`src/rtl/mux64_read_arbiter.sv`:
```
// Round-robin read arbiter sharing one 64:1 x 4-bit nibble mux between NREQ requesters.
// Optional background scan of the table via `define MUXARB_SCAN_EN.
module mux64_read_arbiter #(
  parameter int NREQ = 4,
  parameter int IW   = 6,
  parameter int DW   = 4
) (
  input  logic               clk,
  input  logic               reset,
  input  logic [NREQ-1:0]    req_valid,
  input  logic [NREQ*IW-1:0] req_idx,
  output logic [NREQ-1:0]    req_ready,
  output logic [IW-1:0]      mux_s,
  input  logic [DW-1:0]      mux_y,
  output logic [NREQ-1:0]    rsp_valid,
  output logic [DW-1:0]      rsp_data,
  output logic               busy
`ifdef MUXARB_SCAN_EN
  ,
  output logic [IW-1:0]      scan_idx,
  output logic [DW-1:0]      scan_data
`endif
);

  localparam int          PW = (NREQ > 1) ? $clog2(NREQ) : 1;
  localparam int unsigned N  = NREQ;

  typedef enum logic {IDLE, SAMPLE} state_t;

  state_t          state_q, state_d;
  logic [IW-1:0]   mux_s_q;
  logic [PW-1:0]   rr_ptr_q;
  logic [PW-1:0]   owner_q;
  logic [NREQ-1:0] rsp_valid_q;
  logic [DW-1:0]   rsp_data_q;

  logic            any_req;
  logic            grant;
  logic [PW-1:0]   winner;
  logic [IW-1:0]   win_idx;
  logic [PW-1:0]   rr_next;
  logic [NREQ-1:0] owner_oh;

  assign any_req = |req_valid;
  assign grant   = (state_q == IDLE) && any_req;

  // First set bit at or above rr_ptr, wrapping past NREQ-1 back to 0.
  always_comb begin
    logic        found;
    int unsigned j;
    found   = 1'b0;
    winner  = '0;
    win_idx = '0;
    for (int unsigned k = 0; k < N; k++) begin
      j = 32'(rr_ptr_q) + k;
      if (j >= N) j = j - N;
      if (!found && req_valid[j]) begin
        found   = 1'b1;
        winner  = PW'(j);
        win_idx = req_idx[j*IW +: IW];
      end
    end
  end

  assign rr_next = (winner == PW'(NREQ - 1)) ? '0 : winner + PW'(1);

  always_comb begin
    owner_oh          = '0;
    owner_oh[owner_q] = 1'b1;
  end

  always_ff @(posedge clk or posedge reset) begin
    if (reset) state_q <= IDLE;
    else       state_q <= state_d;
  end

  always_comb begin
    state_d = state_q;
    case (state_q)
      IDLE:    if (any_req) state_d = SAMPLE;
      SAMPLE:  state_d = IDLE;
      default: state_d = IDLE;
    endcase
  end

  always_comb begin
    req_ready = '0;
    busy      = 1'b0;
    case (state_q)
      IDLE: begin
        if (any_req) begin
          req_ready         = '0;
          req_ready[winner] = 1'b1;
        end
      end
      SAMPLE:  busy = 1'b1;
      default: ;
    endcase
  end

`ifdef MUXARB_SCAN_EN
  logic [IW-1:0] scan_cnt_q;
  logic          scan_pend_q;
  logic [IW-1:0] scan_idx_q;
  logic [DW-1:0] scan_data_q;
`endif

  always_ff @(posedge clk or posedge reset) begin
    if (reset) begin
      mux_s_q     <= '0;
      rr_ptr_q    <= '0;
      owner_q     <= '0;
      rsp_valid_q <= '0;
      rsp_data_q  <= '0;
`ifdef MUXARB_SCAN_EN
      scan_cnt_q  <= '0;
      scan_pend_q <= 1'b0;
      scan_idx_q  <= '0;
      scan_data_q <= '0;
`endif
    end else begin
      rsp_valid_q <= '0;
      if (grant) begin
        mux_s_q  <= win_idx;
        owner_q  <= winner;
        rr_ptr_q <= rr_next;
      end
      if (state_q == SAMPLE) begin
        rsp_data_q  <= mux_y;
        rsp_valid_q <= owner_oh;
      end
`ifdef MUXARB_SCAN_EN
      // Scan slots only fill idle cycles; the capture lands one edge after the select.
      scan_pend_q <= (state_q == IDLE) && !any_req;
      if ((state_q == IDLE) && !any_req) begin
        mux_s_q    <= scan_cnt_q;
        scan_cnt_q <= scan_cnt_q + IW'(1);
      end
      if (scan_pend_q) begin
        scan_idx_q  <= mux_s_q;
        scan_data_q <= mux_y;
      end
`endif
    end
  end

  assign mux_s     = mux_s_q;
  assign rsp_valid = rsp_valid_q;
  assign rsp_data  = rsp_data_q;
`ifdef MUXARB_SCAN_EN
  assign scan_idx  = scan_idx_q;
  assign scan_data = scan_data_q;
`endif

endmodule

```
`config.mk`:
```
export PLATFORM = sky130hd
export DESIGN_NAME = mux64_read_arbiter
export DESIGN_NICKNAME = d
export VERILOG_FILES = /design/src/rtl/mux64_read_arbiter.sv
export SDC_FILE = /design/constraint.sdc
export NUM_CORES = 1
export LEC_CHECK = 0
export CAP_MARGIN = 20
export CORE_MARGIN = 2
export CORE_UTILIZATION = 46
export CTS_BUF_LIST = sky130_fd_sc_hd__clkbuf_2
export DETAILED_ROUTE_END_ITERATION = 16
export PLACE_DENSITY = 0.69
export SLEW_MARGIN = 40
export SYNTH_ARGS = -nofsm -noshare
export SYNTH_HDL_FRONTEND = slang
export SYNTH_SLANG_ARGS = --single-unit
```
`constraint.sdc`:
```
create_clock -name clk -period 8.13 [get_ports clk]
set_input_delay 0.813 -clock clk [delete_from_list [all_inputs] [get_ports clk]]
set_output_delay 0.813 -clock clk [all_outputs]
set_load 0.05 [all_outputs]
```
### Word level (Yosys, flattened, before mapping)

Cells that the tools add are included.

| word-level totals | value |
|---|---|
| flip-flop bits (word level) | 19 |
| output and inout port bits | 19 |
| input bits | 34 |

| operators by class | value |
|---|---|
| reduce and logical (&&, ||, !) cells | 10 |
| shifts and indexed selects | 4 |
| equality and inequality tests | 1 |
| muxes and demuxes | 34 |
| $add $sub $neg | 8 |
| order comparisons | 12 |
| multiply operators | 4 |
| bitwise gates (word level) | 1 |

Operators with widths:

| operator | count |
|---|---|
| 24-bit by 33-bit variable part select with 6-bit output | 4 |
| 32-bit by 3-bit less-than comparator with 1-bit output (second input constant) | 4 |
| 32-bit by 2-bit multiplier with 31-bit output (second input constant) | 4 |
| 32-bit two-way mux | 4 |
| 6-bit two-way mux | 4 |
| 4-bit two-way mux | 3 |
| 3-bit by 3-bit subtractor with 4-bit output (second input constant) | 3 |
| 1-bit two-way mux | 11 |
| 2-bit two-way mux | 5 |
| 3-bit >= comparator (second input constant) | 3 |
| 1-bit binary-select mux with 2-bit select | 4 |
| 2-bit by 2-bit adder with 3-bit output (second input constant) | 2 |
| 1-bit logical AND | 6 |
| 2-bit by 3-bit less-than comparator with 1-bit output (second input constant) | 2 |
| 1-bit demux with 2-bit select | 2 |
| 2-bit by 1-bit >= comparator with 1-bit output (second input constant) | 2 |
| 4-bit OR reduction | 1 |
| 2-bit by 3-bit subtractor with 4-bit output (second input constant) | 1 |
| 2-bit by 1-bit adder with 3-bit output (second input constant) | 1 |
| 2-bit by 3-bit >= comparator with 1-bit output (second input constant) | 1 |
| 1-bit logical NOT | 3 |
| 2-bit by 1-bit adder with 2-bit output (second input constant) | 1 |
| 2-bit == test (second input constant) | 1 |
| 1-bit case mux with 2 select lines | 1 |
| 1-bit NOT | 1 |

### Logic depth before layout (Yosys ltp)

Gate-level depths: netlist (run 1).

| depth | value |
|---|---|
| depth in word-level cells | 20 |
| gate-level depth with buffers | 16 |
| gate-level depth less buffers | 10 |

### Worst setup path after synthesis (run 1)

Ideal clock, no wire load.

| timing path | value |
|---|---|
| kind | register to output |
| start | register rr_ptr_q[0] |
| end | output req_ready[3] |
| arrival | 3469 ps |
| stages on the path, launching flop included | 15 |
| path slack | 3848 ps |
| path buffers | 6 |
| path through | dfrtp_1 > buf_6 > buf_2 > inv_2 > buf_1 > ha_1 > buf_2 > buf_2 > clkbuf_1 > nand2_1 > a221oi_1 > o21ai_0 > o41ai_1 > ha_1 > and2_1 |

| on the way | value |
|---|---|
| longest elaborated chain between the ends | 20 |
| elaborated cells between the ends (all ways) | 43 |
| those cells by class | 7 x add/sub; 6 x order compare; 23 x mux; 7 x reduce/logical |

RTL lines:

| what | RTL line | text |
|---|---|---|
| start, declared | 32 | `logic [PW-1:0] rr_ptr_q;` |
| start signal, assigned | 126 | `rr_ptr_q <= rr_next;` |
| branches (longest 13 deep; another with 3-bit by 3-bit subtractor with 4-bit output) | - |  |
| 2-bit two-way mux (*) | 57 | `if (!found && req_valid[j]) begin` |
| net winner[1] | 39 | `logic [PW-1:0] winner;` |
| 2-bit by 3-bit less-than comparator with 1-bit output (implied by the code) or 2-bit by 1-bit >= comparator with 1-bit output (tied branches) | 93 | `req_ready[winner] = 1'b1;` |
| 1-bit logical AND (implied by the code) | 93 |  |
| 1-bit two-way mux (implied by the code) | 93 |  |
| 1-bit demux with 2-bit select (*) | 93 |  |
| 4-bit two-way mux (*) | 91 | `if (any_req) begin` |
| 4-bit two-way mux (*) | 89 | `case (state_q)` |
| end, declared | 12 | `output logic [NREQ-1:0] req_ready,` |

Mark *: on every way through the listed nets, which the timed path passes. The select of a mux whose other input is x is not followed.

### Worst setup path after layout (run 1)

Same ends and word-level chain as after synthesis.

==> results of run 1 <==
-- flip-flops by register name (all words and copies together) (netlist names) --
register / cells
rsp_valid: 4
mux_s: 6
rsp_data: 4
rr_ptr_q: 2
owner_q: 2
state_q: 1
-- worst max-delay path: cells and delay by family (launching register included) --
kind | cells | cell delay, ps
adders and majority gates | 2 | 940
and+or+nand+nor | 1 | 120
buffers and inverters | 3 | 1470
muxes | 1 | 600
DFF | 1 | 760
AOI/OAI and AO/OA | 1 | 720
-- stage by stage --
step / power, uW / hold slack, ps
6_report: 1960 / 514
5_1_grt: 2100 / 558
4_1_cts: 1940 / 525
3_5_place_dp: 1890 / 498
3_3_place_gp: 1860 / 482
2_1_floorplan: 1510 / 446
-- layer usage --
layer	track usage (%)	vias up
met4	8.46	0
li1	-	1662
met3	2.77	37
met1	38.2	1751
met2	39.1	190
met5	0	-
-- power by group --
group / switching, uW / internal [uW] / leakage [uW] / total, uW
sequential: 62.7 / 134 / 0.000232 / 196
combinational: 993 / 731 / 0.00128 / 1720
clock: 29.7 / 13.0 / 0.0000166 / 42.8
total: 1090 / 878 / 0.00153 / 1960
-- path summary, 6_finish.rpt --
| kind | end | slack, ps | depth (start not counted) |
|---|---|---|---|
| min in group asynchronous | mux_s[4]$_DFFE_PP0P_ | 770 | 2 |
| max | req_ready[3] | 2340 | 8 |
| max reg2reg | mux_s[3]$_DFFE_PP0P_ | 3850 | 9 |
| min reg2reg | rsp_valid[1]$_DFF_PP0_ | 510 | 1 |
| min | rsp_valid[1]$_DFF_PP0_ | 510 | 1 |
| max in group asynchronous | rr_ptr_q[0]$_DFFE_PP0P_ | 6990 | 2 |
-- cell families after synthesis --
kind of cell / count (synthesis) / share of synthesized area (%)
mux: 82 / 33.7
fa+ha+maj: 10 / 3.48
buf+inv: 61 / 7.37
flops: 19 / 13.2
compound gates: 119 / 23.6
simple gates: 132 / 18.6
-- layout make-up --
| type | count | area [sq um] | area share, % |
|---|---|---|---|
| multi-input cells | 343 | 2870 | 69.9 |
| repair buffers | 56 | 563 | 13.7 |
| flip-flops and latches | 19 | 479 | 11.7 |
| well taps | 102 | 128 | 3.11 |
| inverters | 13 | 48.8 | 1.19 |
| clock buffers | 4 | 20.0 | 0.487 |
-- cell usage in the layout, fill, tap and decap left out, types with 4 or more instances in the layout --
cell	synthesis	routed
nor4_1	4	4
and2_1	8	8
nor3_1	7	7
o211ai_1	4	4
clkdlybuf4s50_1	0	52
nand2b_1	11	11
dfrtp_1	19	18
ha_1	10	8
nand3_1	6	6
mux2i_1	36	36
a211oi_1	13	13
inv_1	12	11
a21oi_1	25	25
mux2_2	17	17
nor2_1	36	36
o21ai_0	16	16
clkbuf_2	0	4
and3_1	4	4
mux4_2	27	27
a31oi_1	8	8
a22o_1	5	5
nor2b_1	11	11
nand2_1	29	29
==> impl_metrics.json, run 1 <==
{
  "status": "completed",
  "tightest_slew_ps": 748,
  "grt_pass1_wl_mm": 17.7,
  "timing.final.crit_period_ps": 5790,
  "cts.reportedPaths.clkPinSlew_ps": 190,
  "max_stage_delay_ps": 790,
  "period_share_pct": 71.2,
  "maxSlewViolCount": 0,
  "wl_met3_microns": 863,
  "synth_commonest_cells": "mux2i_1, nor2_1, nand2_1",
  "instances_no_fill": 537,
  "route.met2.wl_mm": 4.92,
  "grt_overflow": 0,
  "ioPinCount": 53,
  "ant_nets": 0,
  "slew_headroom_pct": 48.9,
  "via_per_inst": 6.78,
  "cp-start-kind": "flop",
  "final_hold_viol_count": 0,
  "layout-drive-gt1-share_pct": 14.5,
  "grt_usage_pct": 25.8,
  "placed_cell_area_sq_um": 4090,
  "syn_nets": 467,
  "syn2layout_area_growth_pct": 14.3,
  "ys.flop_type": "dfrtp_1",
  "crit_arrival_ps": 4980,
  "wl_per_cell_microns": 20.4,
  "synth_cell_type_count": 65,
  "hold_buffers": 0,
  "netlist_instances": 423,
  "ys_top_cells_by_area": "mux4_2, dfrtp_1, mux2i_1",
  "row_count": 32,
  "clock_skew_ps": 25.0,
  "drt_iter0_drc": 472,
  "clockBufferDepth": 2,
  "num-fill-cells": 740,
  "endpoint_kind": "output port",
  "p_per_area_nw_per_um2": 478,
  "fp.dieW_microns": 92.4,
  "hold_start": "owner_q[1]$_DFFE_PP0P_",
  "async_flop_share_pct": 100,
  "final_cell_area_sq_um": 4110,
  "rr_startpoint": "rr_ptr_q[0]$_DFFE_PP0P_",
  "syn_area_per_cell_sq_um": 8.50,
  "cts_tree": "done",
  "fmax_ghz": 0.173,
  "numPortBuffers": 52,
  "post_cts_buffers": 0,
  "p_leak_uw": 0.00153,
  "max-vdd-ir-drop_uv": 182,
  "ys_warn_count": 0,
  "vias": 3640,
  "ctsRootBufferMaster": "clkbuf_2",
  "cts-buffers-inserted": 3,
  "die_h_microns": 92.4,
  "cts_resized": 0,
  "diodes": 0,
  "seq_area_frac_synth_pct": 13.2,
  "cap_violations": 0,
  "cts_max_level": 1,
  "fin_tns_setup_ps": 0,
  "cts.sinks": 19,
  "core_sq_um": 7650,
  "hp-class": "flop to flop",
  "floorplan.initialDensity_pct": 47.0,
  "fin_util_pct": 53.7,
  "dp_cells": 533,
  "die-area_sq_um": 8540,
  "slowest_stage": "clkdlybuf4s50_1",
  "synth_top_area_share_pct": 16.9,
  "top_layer": "met4",
  "netlist_area_sq_um": 3600,
  "place_congestion": 0.955,
  "yosys.area.top_type": "mux4_2",
  "finalSetupViolCount": 0,
  "first_pass_iters": 6,
  "nets": 480,
  "met1_length_mm": 4.86,
  "wl_mm": 11.0,
  "setup_slack_ps": 2340,
  "antenna_found_initial": 0,
  "grt_max_degree": 59,
  "grt_pass1_vias": 3325,
  "crit_type": "flop to output port",
  "synth_edf_count": 0,
  "ys_ff_latch": 19,
  "worstSetupStartpoint": "rr_ptr_q[0]$_DFFE_PP0P_",
  "crit_chain": "inv_2, ha_4, buf_12, mux4_2, o41ai_1, ha_1, and2_1, clkdlybuf4s50_1",
  "place_ws_ps": 2720,
  "cp_max_fo": 49,
  "dpl.hpwl_mm": 7.92,
  "cp.required_ps": 7320,
  "clk_latency_ps": 330,
  "rsz0062_at_grt": "false",
  "drc": 0
}
(Power assumes the default switching activity.)
==> inputs of run 2 (changes only) <==
PLACE_DENSITY = 0.72   (was 0.69)
clock period = 5.11 ns   (was 8.13 ns; I/O delays follow)
==> run 2 against run 1 <==
Effect of this change: sequential cell count unchanged; via count increased by 0.36%; clock power is 47% higher; final cell count rose by 0.37%; largest power group unchanged.
==> impl_metrics.json, run 2 (synthesized netlist as in run 1, its figures left out) <==
{
  "cp_max_fo": 37,
  "wl_per_cell_microns": 20.2,
  "endpoint_kind": "output port",
  "max-vdd-ir-drop_uv": 294,
  "crit_arrival_ps": 4050,
  "cap_violations": 0,
  "core_sq_um": 7650,
  "drt_iter0_drc": 569,
  "route.met2.wl_mm": 5.28,
  "cts-buffers-inserted": 3,
  "grt_max_degree": 69,
  "vias": 3653,
  "place_congestion": 0.945,
  "num-fill-cells": 698,
  "internal-power_uw": 1400,
  "clockBufferDepth": 2,
  "first_pass_iters": 5,
  "worstHoldEndpoint": "rsp_valid[1]$_DFF_PP0_",
  "diodes": 0,
  "final-seq-area_sq_um": 479,
  "post_cts_buffers": 0,
  "hold_start": "owner_q[1]$_DFFE_PP0P_",
  "cts_resized": 0,
  "tightest_slew_ps": 797,
  "p_clk_share_pct": 2.0,
  "rr_startpoint": "rr_ptr_q[1]$_DFFE_PP0P_",
  "cp.required_ps": 4600,
  "drc": 0,
  "timing.final.crit_period_ps": 4560,
  "cp-start-kind": "flop",
  "grt_pass1_wl_mm": 17.8,
  "seqPwrFrac_pct": 9.7,
  "syn2layout_area_growth_pct": 14.7,
  "cts_tree": "done",
  "finalSetupViolCount": 0,
  "fin_total_pwr_uw": 3140,
  "hold_buffers": 0,
  "top_layer": "met4",
  "switchingPower_uw": 1740,
  "row_count": 32,
  "cts_max_level": 1,
  "largest_register_ffs": 6,
  "dpl.hpwl_mm": 7.86,
  "antenna_found_initial": 0,
  "rr_worst_depth": 8,
  "r2r_end": "mux_s[5]$_DFFE_PP0P_",
  "switching_share_pct": 55.3,
  "rrSetupSlack_ps": 1330,
  "grt_usage_pct": 25.6,
  "ioPinCount": 53,
  "fp.dieW_microns": 92.4,
  "ctsRootBufferMaster": "clkbuf_2",
  "grt_overflow": 0,
  "holdPathStages": 1,
  "final_common_cell": "clkdlybuf4s50_1",
  "rsz0062_at_grt": "false",
  "die-area_sq_um": 8540,
  "clk_latency_ps": 300,
  "ant_nets": 0,
  "maxSlewViolCount": 0,
  "p_leak_uw": 0.00156,
  "p_per_area_nw_per_um2": 762,
  "die_h_microns": 92.4,
  "slew_headroom_pct": 45.5,
  "cts.reportedPaths.clkPinSlew_ps": 170,
  "met1_length_mm": 4.55,
  "final_hold_viol_count": 0,
  "wl_mm": 10.9,
  "status": "completed",
  "via_per_inst": 6.78,
  "clock_skew_ps": 9.38,
  "layout-drive-gt1-share_pct": 15.6,
  "hp-class": "flop to flop",
  "fmax_ghz": 0.219,
  "wl_met3_microns": 855,
  "multi_input_area_sq_um": 2870,
  "power_frac_comb_pct": 88.3,
  "fin_tns_setup_ps": 0,
  "floorplan.initialDensity_pct": 47.0,
  "cts.sinks": 19,
  "period_share_pct": 89.2,
  "nets": 482,
  "layout_common_cells": "clkdlybuf4s50_1, nor2_1, mux2i_1",
  "grt_pass1_vias": 3392,
  "crit_type": "flop to output port",
  "numPortBuffers": 52
}
## run 2: worst max-delay path by stage
stage | from | endpoint | slack, ps | cells past startpoint
2_1_floorplan | rr_ptr_q[0]$_DFFE_PP0P_ | req_ready[3] | 1130 | 14
4_1_cts | rr_ptr_q[1]$_DFFE_PP0P_ | req_ready[1] | 550 | 11
3_5_place_dp | rr_ptr_q[1]$_DFFE_PP0P_ | req_ready[1] | 950 | 11
3_3_place_gp | rr_ptr_q[1]$_DFFE_PP0P_ | req_ready[1] | 1160 | 11
5_1_grt | rr_ptr_q[1]$_DFFE_PP0P_ | req_ready[0] | 280 | 11
6_report | rr_ptr_q[1]$_DFFE_PP0P_ | req_ready[1] | 550 | 11
## run 2: area by class of cell
type / instances / share of cell area, %
clock buffers: 4 / 0.485
inverters: 13 / 1.18
multi-input cells: 343 / 69.5
flip-flops and latches: 19 / 11.6
well taps: 102 / 3.09
repair buffers: 58 / 14.1
## run 2: through the flow
| stage | hold WS [ps] | std cells | cell area, sq um | worst slack [ps] | util (%) |
|---|---|---|---|---|---|
| floorplan | 446 | 423 | 3600 | 1130 | - |
| global placement | 483 | 535 | 4110 | 1160 | 53.7 |
| detailed placement | 498 | 535 | 4110 | 948 | 53.7 |
| CTS | 518 | 539 | 4130 | 554 | 53.9 |
| global route | 550 | 539 | 4130 | 280 | 53.9 |
| finish | 521 | 539 | 4130 | 551 | 53.9 |
## run 2: power groups by stage
stage          Clock (uW)  Combinational [uW]  Sequential [uW]
5_1_grt              72.8                2970              321
4_1_cts              67.0                2730              306
3_3_place_gp            0                2690              304
3_5_place_dp            0                2710              310
6_report             63.0                2770              306
2_1_floorplan           0                2000              398
## run 2: routing by layer
metal,up-vias,GRT usage [%]
met4,0,8.21
met1,1761,37.1
met3,22,2.12
met2,206,40.5
li1,1664,-
met5,-,0
## run 2: worst max-delay path: stages, from the launching register on
cell and delay (ps):
dfrtp_1 720, inv_1 230, ha_4 630, mux4_2 630, nand2b_1 210, a221oi_1 280, o21ai_0 170, o41ai_1 160
inv_1 150, ha_1 230, and2_1 130, buf_4 180
==> inputs of run 3 (changes only) <==
ABC_AREA = 0   (was unset)
==> results of run 3 <==
Same layout as run 2: the final DEF is identical, and so are final timing and power.
